$ cat src/rtl/y86_pkg.sv
// Shared Y86-64 definitions for the write-back scheduler: icodes, register
// constants, scheduler state encoding and the register-write request struct.
package y86_pkg;

    localparam int WB_DATA_W = 64;
    localparam int WB_ADDR_W = 4;

    localparam logic [3:0] I_CMOVXX = 4'h2;
    localparam logic [3:0] I_IRMOVQ = 4'h3;
    localparam logic [3:0] I_MRMOVQ = 4'h5;
    localparam logic [3:0] I_OPQ    = 4'h6;
    localparam logic [3:0] I_CALL   = 4'h8;
    localparam logic [3:0] I_RET    = 4'h9;
    localparam logic [3:0] I_PUSHQ  = 4'hA;
    localparam logic [3:0] I_POPQ   = 4'hB;

    localparam logic [WB_ADDR_W-1:0] REG_NONE = 4'hF;
    localparam logic [WB_ADDR_W-1:0] RSP_IDX  = 4'h4;

    typedef enum logic [1:0] {
        WB_IDLE = 2'd0,
        WB_WR1  = 2'd1,
        WB_WR2  = 2'd2
    } wb_state_t;

    typedef struct packed {
        logic                 en;
        logic [WB_ADDR_W-1:0] addr;
        logic [WB_DATA_W-1:0] data;
    } wr_req_t;

endpackage

$ cat src/rtl/wb_decode.sv
// Combinational decode of a completed instruction into up to two ordered
// register writes. WB_POPRSP_COLLAPSE_EN folds popq %rsp into one write.
module wb_decode
    import y86_pkg::*;
#(
    parameter logic [3:0] SP_IDX = RSP_IDX
) (
    input  logic [3:0]  icode,
    input  logic        cnd,
    input  logic [3:0]  ra,
    input  logic [3:0]  rb,
    input  logic [63:0] val_e,
    input  logic [63:0] val_m,
    output wr_req_t     w0,
    output wr_req_t     w1
);

    wr_req_t w0_raw;
    wr_req_t w1_raw;

    always_comb begin
        w0_raw = '0;
        w1_raw = '0;
        case (icode)
            I_CMOVXX: if (cnd) w0_raw = '{en: 1'b1, addr: rb, data: val_e};
            I_IRMOVQ,
            I_OPQ:    w0_raw = '{en: 1'b1, addr: rb, data: val_e};
            I_MRMOVQ: w0_raw = '{en: 1'b1, addr: ra, data: val_m};
            I_CALL,
            I_RET,
            I_PUSHQ:  w0_raw = '{en: 1'b1, addr: SP_IDX, data: val_e};
            I_POPQ: begin
`ifdef WB_POPRSP_COLLAPSE_EN
                if (ra == SP_IDX) begin
                    w0_raw = '{en: 1'b1, addr: SP_IDX, data: val_m};
                end else begin
                    w0_raw = '{en: 1'b1, addr: SP_IDX, data: val_e};
                    w1_raw = '{en: 1'b1, addr: ra, data: val_m};
                end
`else
                w0_raw = '{en: 1'b1, addr: SP_IDX, data: val_e};
                w1_raw = '{en: 1'b1, addr: ra, data: val_m};
`endif
            end
            default: ;
        endcase
    end

    // A write aimed at the "no register" index never reaches the port.
    always_comb begin
        w0 = w0_raw;
        w1 = w1_raw;
        if (w0_raw.addr == REG_NONE) w0.en = 1'b0;
        if (w1_raw.addr == REG_NONE) w1.en = 1'b0;
    end

endmodule

$ cat src/rtl/regfile_wb_scheduler.sv
// Sequences Y86-64 write-back and host writes onto the single register-file
// write port. Optional macro WB_POPRSP_COLLAPSE_EN (see wb_decode).
module regfile_wb_scheduler #(
    parameter int DATA_W       = 64,
    parameter int ADDR_W       = 4,
    parameter int RSP_IDX      = 4,
    parameter int STARVE_LIMIT = 8
) (
    input  logic              clk,
    input  logic              rst_n,
    input  logic              in_valid,
    output logic              in_ready,
    input  logic [3:0]        icode,
    input  logic              cnd,
    input  logic [ADDR_W-1:0] rA,
    input  logic [ADDR_W-1:0] rB,
    input  logic [DATA_W-1:0] valE,
    input  logic [DATA_W-1:0] valM,
    input  logic              host_wr_valid,
    input  logic [ADDR_W-1:0] host_wr_addr,
    input  logic [DATA_W-1:0] host_wr_data,
    output logic              host_wr_ready,
    output logic              wr_en,
    output logic [ADDR_W-1:0] wr_addr,
    output logic [DATA_W-1:0] wr_data,
    output logic              wb_done
);
    import y86_pkg::*;

    wb_state_t         state_q, state_d;
    wr_req_t           pend_q, pend_d;
    logic [7:0]        starve_q, starve_d;
    logic              wr_en_q, wr_en_d;
    logic [ADDR_W-1:0] wr_addr_q, wr_addr_d;
    logic [DATA_W-1:0] wr_data_q, wr_data_d;
    logic              wb_done_q, wb_done_d;

    wr_req_t dec_w0, dec_w1, first_w, second_w, host_req;
    logic    slot_free, starved, accept, second_pending, host_grant;

    wb_decode #(
        .SP_IDX (4'(RSP_IDX))
    ) u_decode (
        .icode (icode),
        .cnd   (cnd),
        .ra    (rA),
        .rb    (rB),
        .val_e (valE),
        .val_m (valM),
        .w0    (dec_w0),
        .w1    (dec_w1)
    );

    // Compact the decoded pair so the first surviving write always goes first.
    always_comb begin
        first_w  = dec_w0.en ? dec_w0 : dec_w1;
        second_w = (dec_w0.en && dec_w1.en) ? dec_w1 : '0;
        host_req = '{en: (host_wr_addr != REG_NONE), addr: host_wr_addr, data: host_wr_data};
    end

    assign second_pending = (state_q == WB_WR1) && pend_q.en;
    assign slot_free      = (state_q == WB_IDLE) || (state_q == WB_WR2) || !second_pending;
    assign starved        = (starve_q == 8'(STARVE_LIMIT));
    assign in_ready       = slot_free && !starved;
    assign accept         = in_valid && in_ready;
    assign host_grant     = rst_n && host_wr_valid && !accept && !second_pending;
    assign host_wr_ready  = host_grant;

    always_comb begin
        state_d   = state_q;
        pend_d    = pend_q;
        starve_d  = starve_q;
        wr_en_d   = 1'b0;
        wr_addr_d = wr_addr_q;
        wr_data_d = wr_data_q;
        wb_done_d = 1'b0;

        if (accept) begin
            pend_d    = second_w;
            wb_done_d = !second_w.en;
            state_d   = first_w.en ? WB_WR1 : WB_IDLE;
            wr_en_d   = first_w.en;
            if (first_w.en) begin
                wr_addr_d = first_w.addr;
                wr_data_d = first_w.data;
            end
        end else if (host_grant) begin
            state_d = WB_IDLE;
            pend_d  = '0;
            wr_en_d = host_req.en;
            if (host_req.en) begin
                wr_addr_d = host_req.addr;
                wr_data_d = host_req.data;
            end
        end else if (second_pending) begin
            state_d   = WB_WR2;
            pend_d    = '0;
            wr_en_d   = 1'b1;
            wr_addr_d = pend_q.addr;
            wr_data_d = pend_q.data;
            wb_done_d = 1'b1;
        end else begin
            state_d = WB_IDLE;
        end

        // Waiting host requests age until they force a slot; a grant resets the age.
        if (host_grant) begin
            starve_d = '0;
        end else if (host_wr_valid && !starved) begin
            starve_d = starve_q + 8'd1;
        end
    end

    always_ff @(posedge clk or negedge rst_n) begin
        if (!rst_n) begin
            state_q   <= WB_IDLE;
            pend_q    <= '0;
            starve_q  <= '0;
            wr_en_q   <= 1'b0;
            wr_addr_q <= '0;
            wr_data_q <= '0;
            wb_done_q <= 1'b0;
        end else begin
            state_q   <= state_d;
            pend_q    <= pend_d;
            starve_q  <= starve_d;
            wr_en_q   <= wr_en_d;
            wr_addr_q <= wr_addr_d;
            wr_data_q <= wr_data_d;
            wb_done_q <= wb_done_d;
        end
    end

    assign wr_en   = wr_en_q;
    assign wr_addr = wr_addr_q;
    assign wr_data = wr_data_q;
    assign wb_done = wb_done_q;

endmodule

$ cat config.mk
export PLATFORM = sky130hd
export DESIGN_NAME = regfile_wb_scheduler
export DESIGN_NICKNAME = d
export VERILOG_FILES = /design/src/rtl/y86_pkg.sv /design/src/rtl/wb_decode.sv /design/src/rtl/regfile_wb_scheduler.sv
export SDC_FILE = /design/constraint.sdc
export NUM_CORES = 1
export LEC_CHECK = 0
export BUFFER_PORTS_ARGS = -buffer_cell sky130_fd_sc_hd__buf_2
export CAP_MARGIN = 10
export CORE_AREA = 8 8 201 145
export CTS_BUF_LIST = sky130_fd_sc_hd__clkbuf_2
export DETAILED_ROUTE_END_ITERATION = 16
export DIE_AREA = 0 0 209 153
export GPL_TIMING_DRIVEN = 0
export PLACE_DENSITY = 0.59
export SETUP_SLACK_MARGIN = 0.02
export SYNTH_ARGS = -nofsm -noshare
export SYNTH_HDL_FRONTEND = slang
export SYNTH_SLANG_ARGS = --single-unit
$ cat constraint.sdc
create_clock -name clk -period 3.4 [get_ports clk]
set_input_delay 0 -clock clk [delete_from_list [all_inputs] [get_ports clk]]
set_output_delay 0 -clock clk [all_outputs]
set_load 0.05 [all_outputs]
==> flow_metrics.env, run 1 <==
export IMPL_dp_cells=1244
export IMPL_postCtsSetupRepairBufs=0
export IMPL_yosysTopAreaCell="dfrtp_1"
export IMPL_yosysTopAreaCellShare=0.485
export IMPL_die_h_microns=153
export IMPL_failed_stage="4_1_cts"
export IMPL_synth_distinct_cells=41
export IMPL_error="[ERROR RSZ-0060] Max buffer count reached."
export IMPL_dp_hpwl_microns=21200
export IMPL_syn_nets=836
export IMPL_die_x_microns=209
export IMPL_ioPinCount=285
export IMPL_yosys_warnings=0
export IMPL_numCtsBuffers=17
export IMPL_syn_cell_area_sq_mm=0.00769
export IMPL_yosysSeqAreaShare=0.485
export IMPL_ys_ff_latch=149
export IMPL_status="stopped before the end"
export IMPL_synth_edf_count=0
export IMPL_avgSynthCellArea_sq_um=12.4
export IMPL_yosys_top_cells_area="dfrtp_1 49%, a22o_1 15%, mux2_2 9.7%"
export IMPL_fp_row_count=50
export IMPL_cts_sinks=149
export IMPL_htreeDepth=4
export IMPL_start_util=0.294
export IMPL_cts_hold_fix_buffers=256
export IMPL_synth_cells=621
export IMPL_gp_congestion=0.813
export IMPL_io_buffers=284
export IMPL_cts_repair_resize_count=5
export IMPL_cts_buffer_depth=2
export IMPL_async_flop_share=1.00
export IMPL_post_dp_cell_area_sq_mm=0.00957
export IMPL_synth_main_ff_cell="dfrtp_1"
export IMPL_cts_root_buf="clkbuf_2"
[per-stage QoR]
step	util	worst slack [ns]
detailed placement	0.366	-0.132
floorplan	-	0.664
global placement	0.364	-2.45
[cell usage after synthesis, drive strengths merged (2+ instances only)]
cell type  number
ha              2
mux2i          64
and3            5
a41oi           2
and2            2
nor2b           2
o2bb2ai        64
inv             3
nor3            2
a22o          132
nand3           4
nand4           5
xor2            6
o221a           4
a21oi           3
buf            29
o21ai           6
nand2          11
mux2           66
nor2           11
dfrtp         149
a221o           2
or3             2
clkbuf         31
a21o            3
[kinds of logic after synthesis]
kind of cell | count (synthesis) | synth area share
AO/OA/AOI/OAI | 222 | 0.251
AND/OR/NAND/NOR | 48 | 0.0332
XOR/XNOR | 7 | 0.00798
multiplexers | 130 | 0.180
buffers and inverters | 63 | 0.0392
adder cells (fa/ha/maj) | 2 | 0.00326
flip-flops | 149 | 0.485
==> inputs of run 2 (changes only) <==
- CORE_AREA: 8 8 201 145 -> 8 8 206 208
- CTS_BUF_LIST: sky130_fd_sc_hd__clkbuf_2 -> unset
- DIE_AREA: 0 0 209 153 -> 0 0 214 216
- PLACE_DENSITY: 0.59 -> unset
- PLACE_DENSITY_LB_ADDON: unset -> 0.15
- SETUP_SLACK_MARGIN: 0.02 -> unset
==> flow_metrics.env, run 2 <==
export IMPL_r2r_slack_ns=0.34
export IMPL_slew_viol_final=0
export IMPL_min_period_ns=3.06
export IMPL_avgSynthCellArea_sq_um=12.4
export IMPL_area_growth_pct=58.7
export IMPL_yosys_warnings=0
export IMPL_synth_most_common_cell="dfrtp_1"
export IMPL_largest_register_ffs=69
export IMPL_routed_wl_microns=33300
export IMPL_ioPinCount=285
export IMPL_critPathKind="reg -> reg"
export IMPL_start_util=0.196
export IMPL_yosysSeqAreaShare=0.485
export IMPL_async_flop_share=1.00
export IMPL_seq_area_sq_mm=0.00373
export IMPL_synth_cells=621
export IMPL_yosysTopAreaCell="dfrtp_1"
export IMPL_total_power_w=0.00659
export IMPL_vias=7230
export IMPL_syn_cell_area_sq_mm=0.00769
export IMPL_die_h_microns=216
export IMPL_p_leak_nw=5.74
export IMPL_path_clk_slew_ns=0.06
export IMPL_cts_buffer_depth=2
export IMPL_final_setup_tns_ns=0
export IMPL_cp_start_kind="register"
export IMPL_yosys_top_cells_area="dfrtp_1 49%, a22o_1 15%, mux2_2 9.7%"
export IMPL_largest_register="pend_q"
export IMPL_postCtsSetupRepairBufs=0
export IMPL_p_per_area_mw_per_mm2=540
export IMPL_dp_cells=1431
export IMPL_cts_tree="done"
export IMPL_drcViolationCount=0
export IMPL_core_sq_mm=0.0392
export IMPL_rsz0062_at_grt="false"
export IMPL_wire_per_inst_microns=20.4
export IMPL_finalNonFillerCells=1633
export IMPL_cp_data_required_time_ns=3.72
export IMPL_crit_arrival_ns=3.38
export IMPL_end_kind="register"
export IMPL_cts_root_buf="clkbuf_16"
export IMPL_grt_usage=0.143
export IMPL_grt_first_pass_wirelength_microns=51000
export IMPL_place_ws_ns=-0.339
export IMPL_synth_distinct_cells=41
export IMPL_layout_setup_ws_ns=0.342
export IMPL_clock_fmax_ghz=0.327
export IMPL_fp_row_count=73
export IMPL_dp_hpwl_microns=23400
export IMPL_ys_top_cells_by_count="149 x dfrtp_1, 132 x a22o_1, 66 x mux2_2, 64 x mux2i_1, 64 x o2bb2ai_1"
export IMPL_setup_viol=0
export IMPL_syn_nets=836
export IMPL_worst_pin_slew_ns=0.890
export IMPL_drt_iter0_markers=353
export IMPL_htreeDepth=4
export IMPL_synth_main_ff_cell="dfrtp_1"
export IMPL_synth_edf_count=0
export IMPL_path_max_fanout=10
export IMPL_io_buffers=284
export IMPL_numCtsBuffers=17
export IMPL_n_fill_cell=4108
export IMPL_drive_gt1_frac=0.384
export IMPL_ys_ff_latch=149
export IMPL_slew_limit_headroom=0.406
export IMPL_fin_skew_ns=0.0122
export IMPL_clock_latency_ns=0.45
export IMPL_grt_pass1_vias=8169
export IMPL_drv_cap=0
export IMPL_cts_sinks=149
export IMPL_die_area_sq_mm=0.0462
export IMPL_finalNetCount=1308
export IMPL_multi_input_area_sq_mm=0.00368
export IMPL_final_cell_mix="304 x buf_2, 165 x dlygate4sd3_1, 149 x dfrtp_1"
export IMPL_routed_via_density=4.43
export IMPL_antenna_found_initial=2
export IMPL_globalRouteOverflowTotal=0
export IMPL_status="finished clean"
export IMPL_ir_worst_vdd_mv=0.347
export IMPL_die_x_microns=214
export IMPL_hp_class="in -> reg"
export IMPL_gp_congestion=0.732
export IMPL_yosysTopAreaCellShare=0.485
export IMPL_firstDrtPassIters=4
export IMPL_final_common_cell="buf_2"
export IMPL_finalHoldViolations=0
export IMPL_whs_ns=0.0142
export IMPL_grt_max_degree=86
export IMPL_ant_nets=0
export IMPL_period_share=0.899
## run 2: repair_timing
action | CTS | global route
gates resized for setup | 2 | 3
endpoints found under the setup margin | 1 | 55
hold endpoints to repair | 197 | 0
gates cloned | 0 | 0
hold buffers | 168 | 0
## run 2: cell type report
cell class / count / area share
Buffer: 60 / 0.0240
Clock buffer: 19 / 0.0371
Clock inverter: 13 / 0.0147
Tap cell: 525 / 0.0538
Sequential cell: 149 / 0.306
Inverter: 3 / 0.000923
Timing Repair Buffer: 453 / 0.262
Antenna cell: 2 / 0.000410
Multi-Input combinational cell: 409 / 0.302
## run 2: worst paths after layout
check / start / to / cells past startpoint
max: starve_q[4] / wr_data[59] / 7
min: host_wr_data[35] / wr_data[35] / 4
max reg2reg: starve_q[4] / wr_data[59] / 7
min reg2reg: pend_q[68] / pend_q[68] / 1
max in group asynchronous: rst_n / wr_addr[1] / 5
min in group asynchronous: rst_n / wr_data[29] / 4
## run 2: cells by family (layout without fill, tap and decap cells)
group | Yosys count | after routing | share of synthesized area
buf+inv | 63 | 548 | 0.0392
other cells | 0 | 2 | 0
simple gates | 48 | 48 | 0.0332
flops | 149 | 149 | 0.485
mux | 130 | 130 | 0.180
xor+xnor | 7 | 7 | 0.00798
fa+ha+maj | 2 | 2 | 0.00326
compound gates | 222 | 222 | 0.251
## run 2: critical path, cell delays in order, from the launching register on
cell      delay [ns]
dfrtp_1         0.42
or4_4           0.57
o311ai_4        0.41
o21ai_1         0.31
o21ai_2         0.37
buf_6           0.30
buf_6           0.20
mux2_2          0.34
## run 2: where the power goes
group	leakage (nW)	switching [W]	internal, W
registers	1.98	0.000158	0.00204
clock network	0.313	0.000840	0.00127
logic	3.45	0.00150	0.000795
total	5.74	0.00249	0.00410
## run 2: stage by stage
| stage | instance area, sq um | util |
|---|---|---|
| final | 12200 | 0.311 |
| after global routing | 12200 | 0.311 |
| after CTS | 12200 | 0.311 |
| after detailed placement | 9800 | 0.250 |
| after global placement | 9760 | 0.249 |
| after floorplan | 7690 | - |
## run 2: routing by layer
layer,track usage,wire [microns]
met5,0,13
met4,0.0421,569
met3,0.0376,1620
met2,0.233,15500
met1,0.182,15600
(Power assumes the default switching activity.)
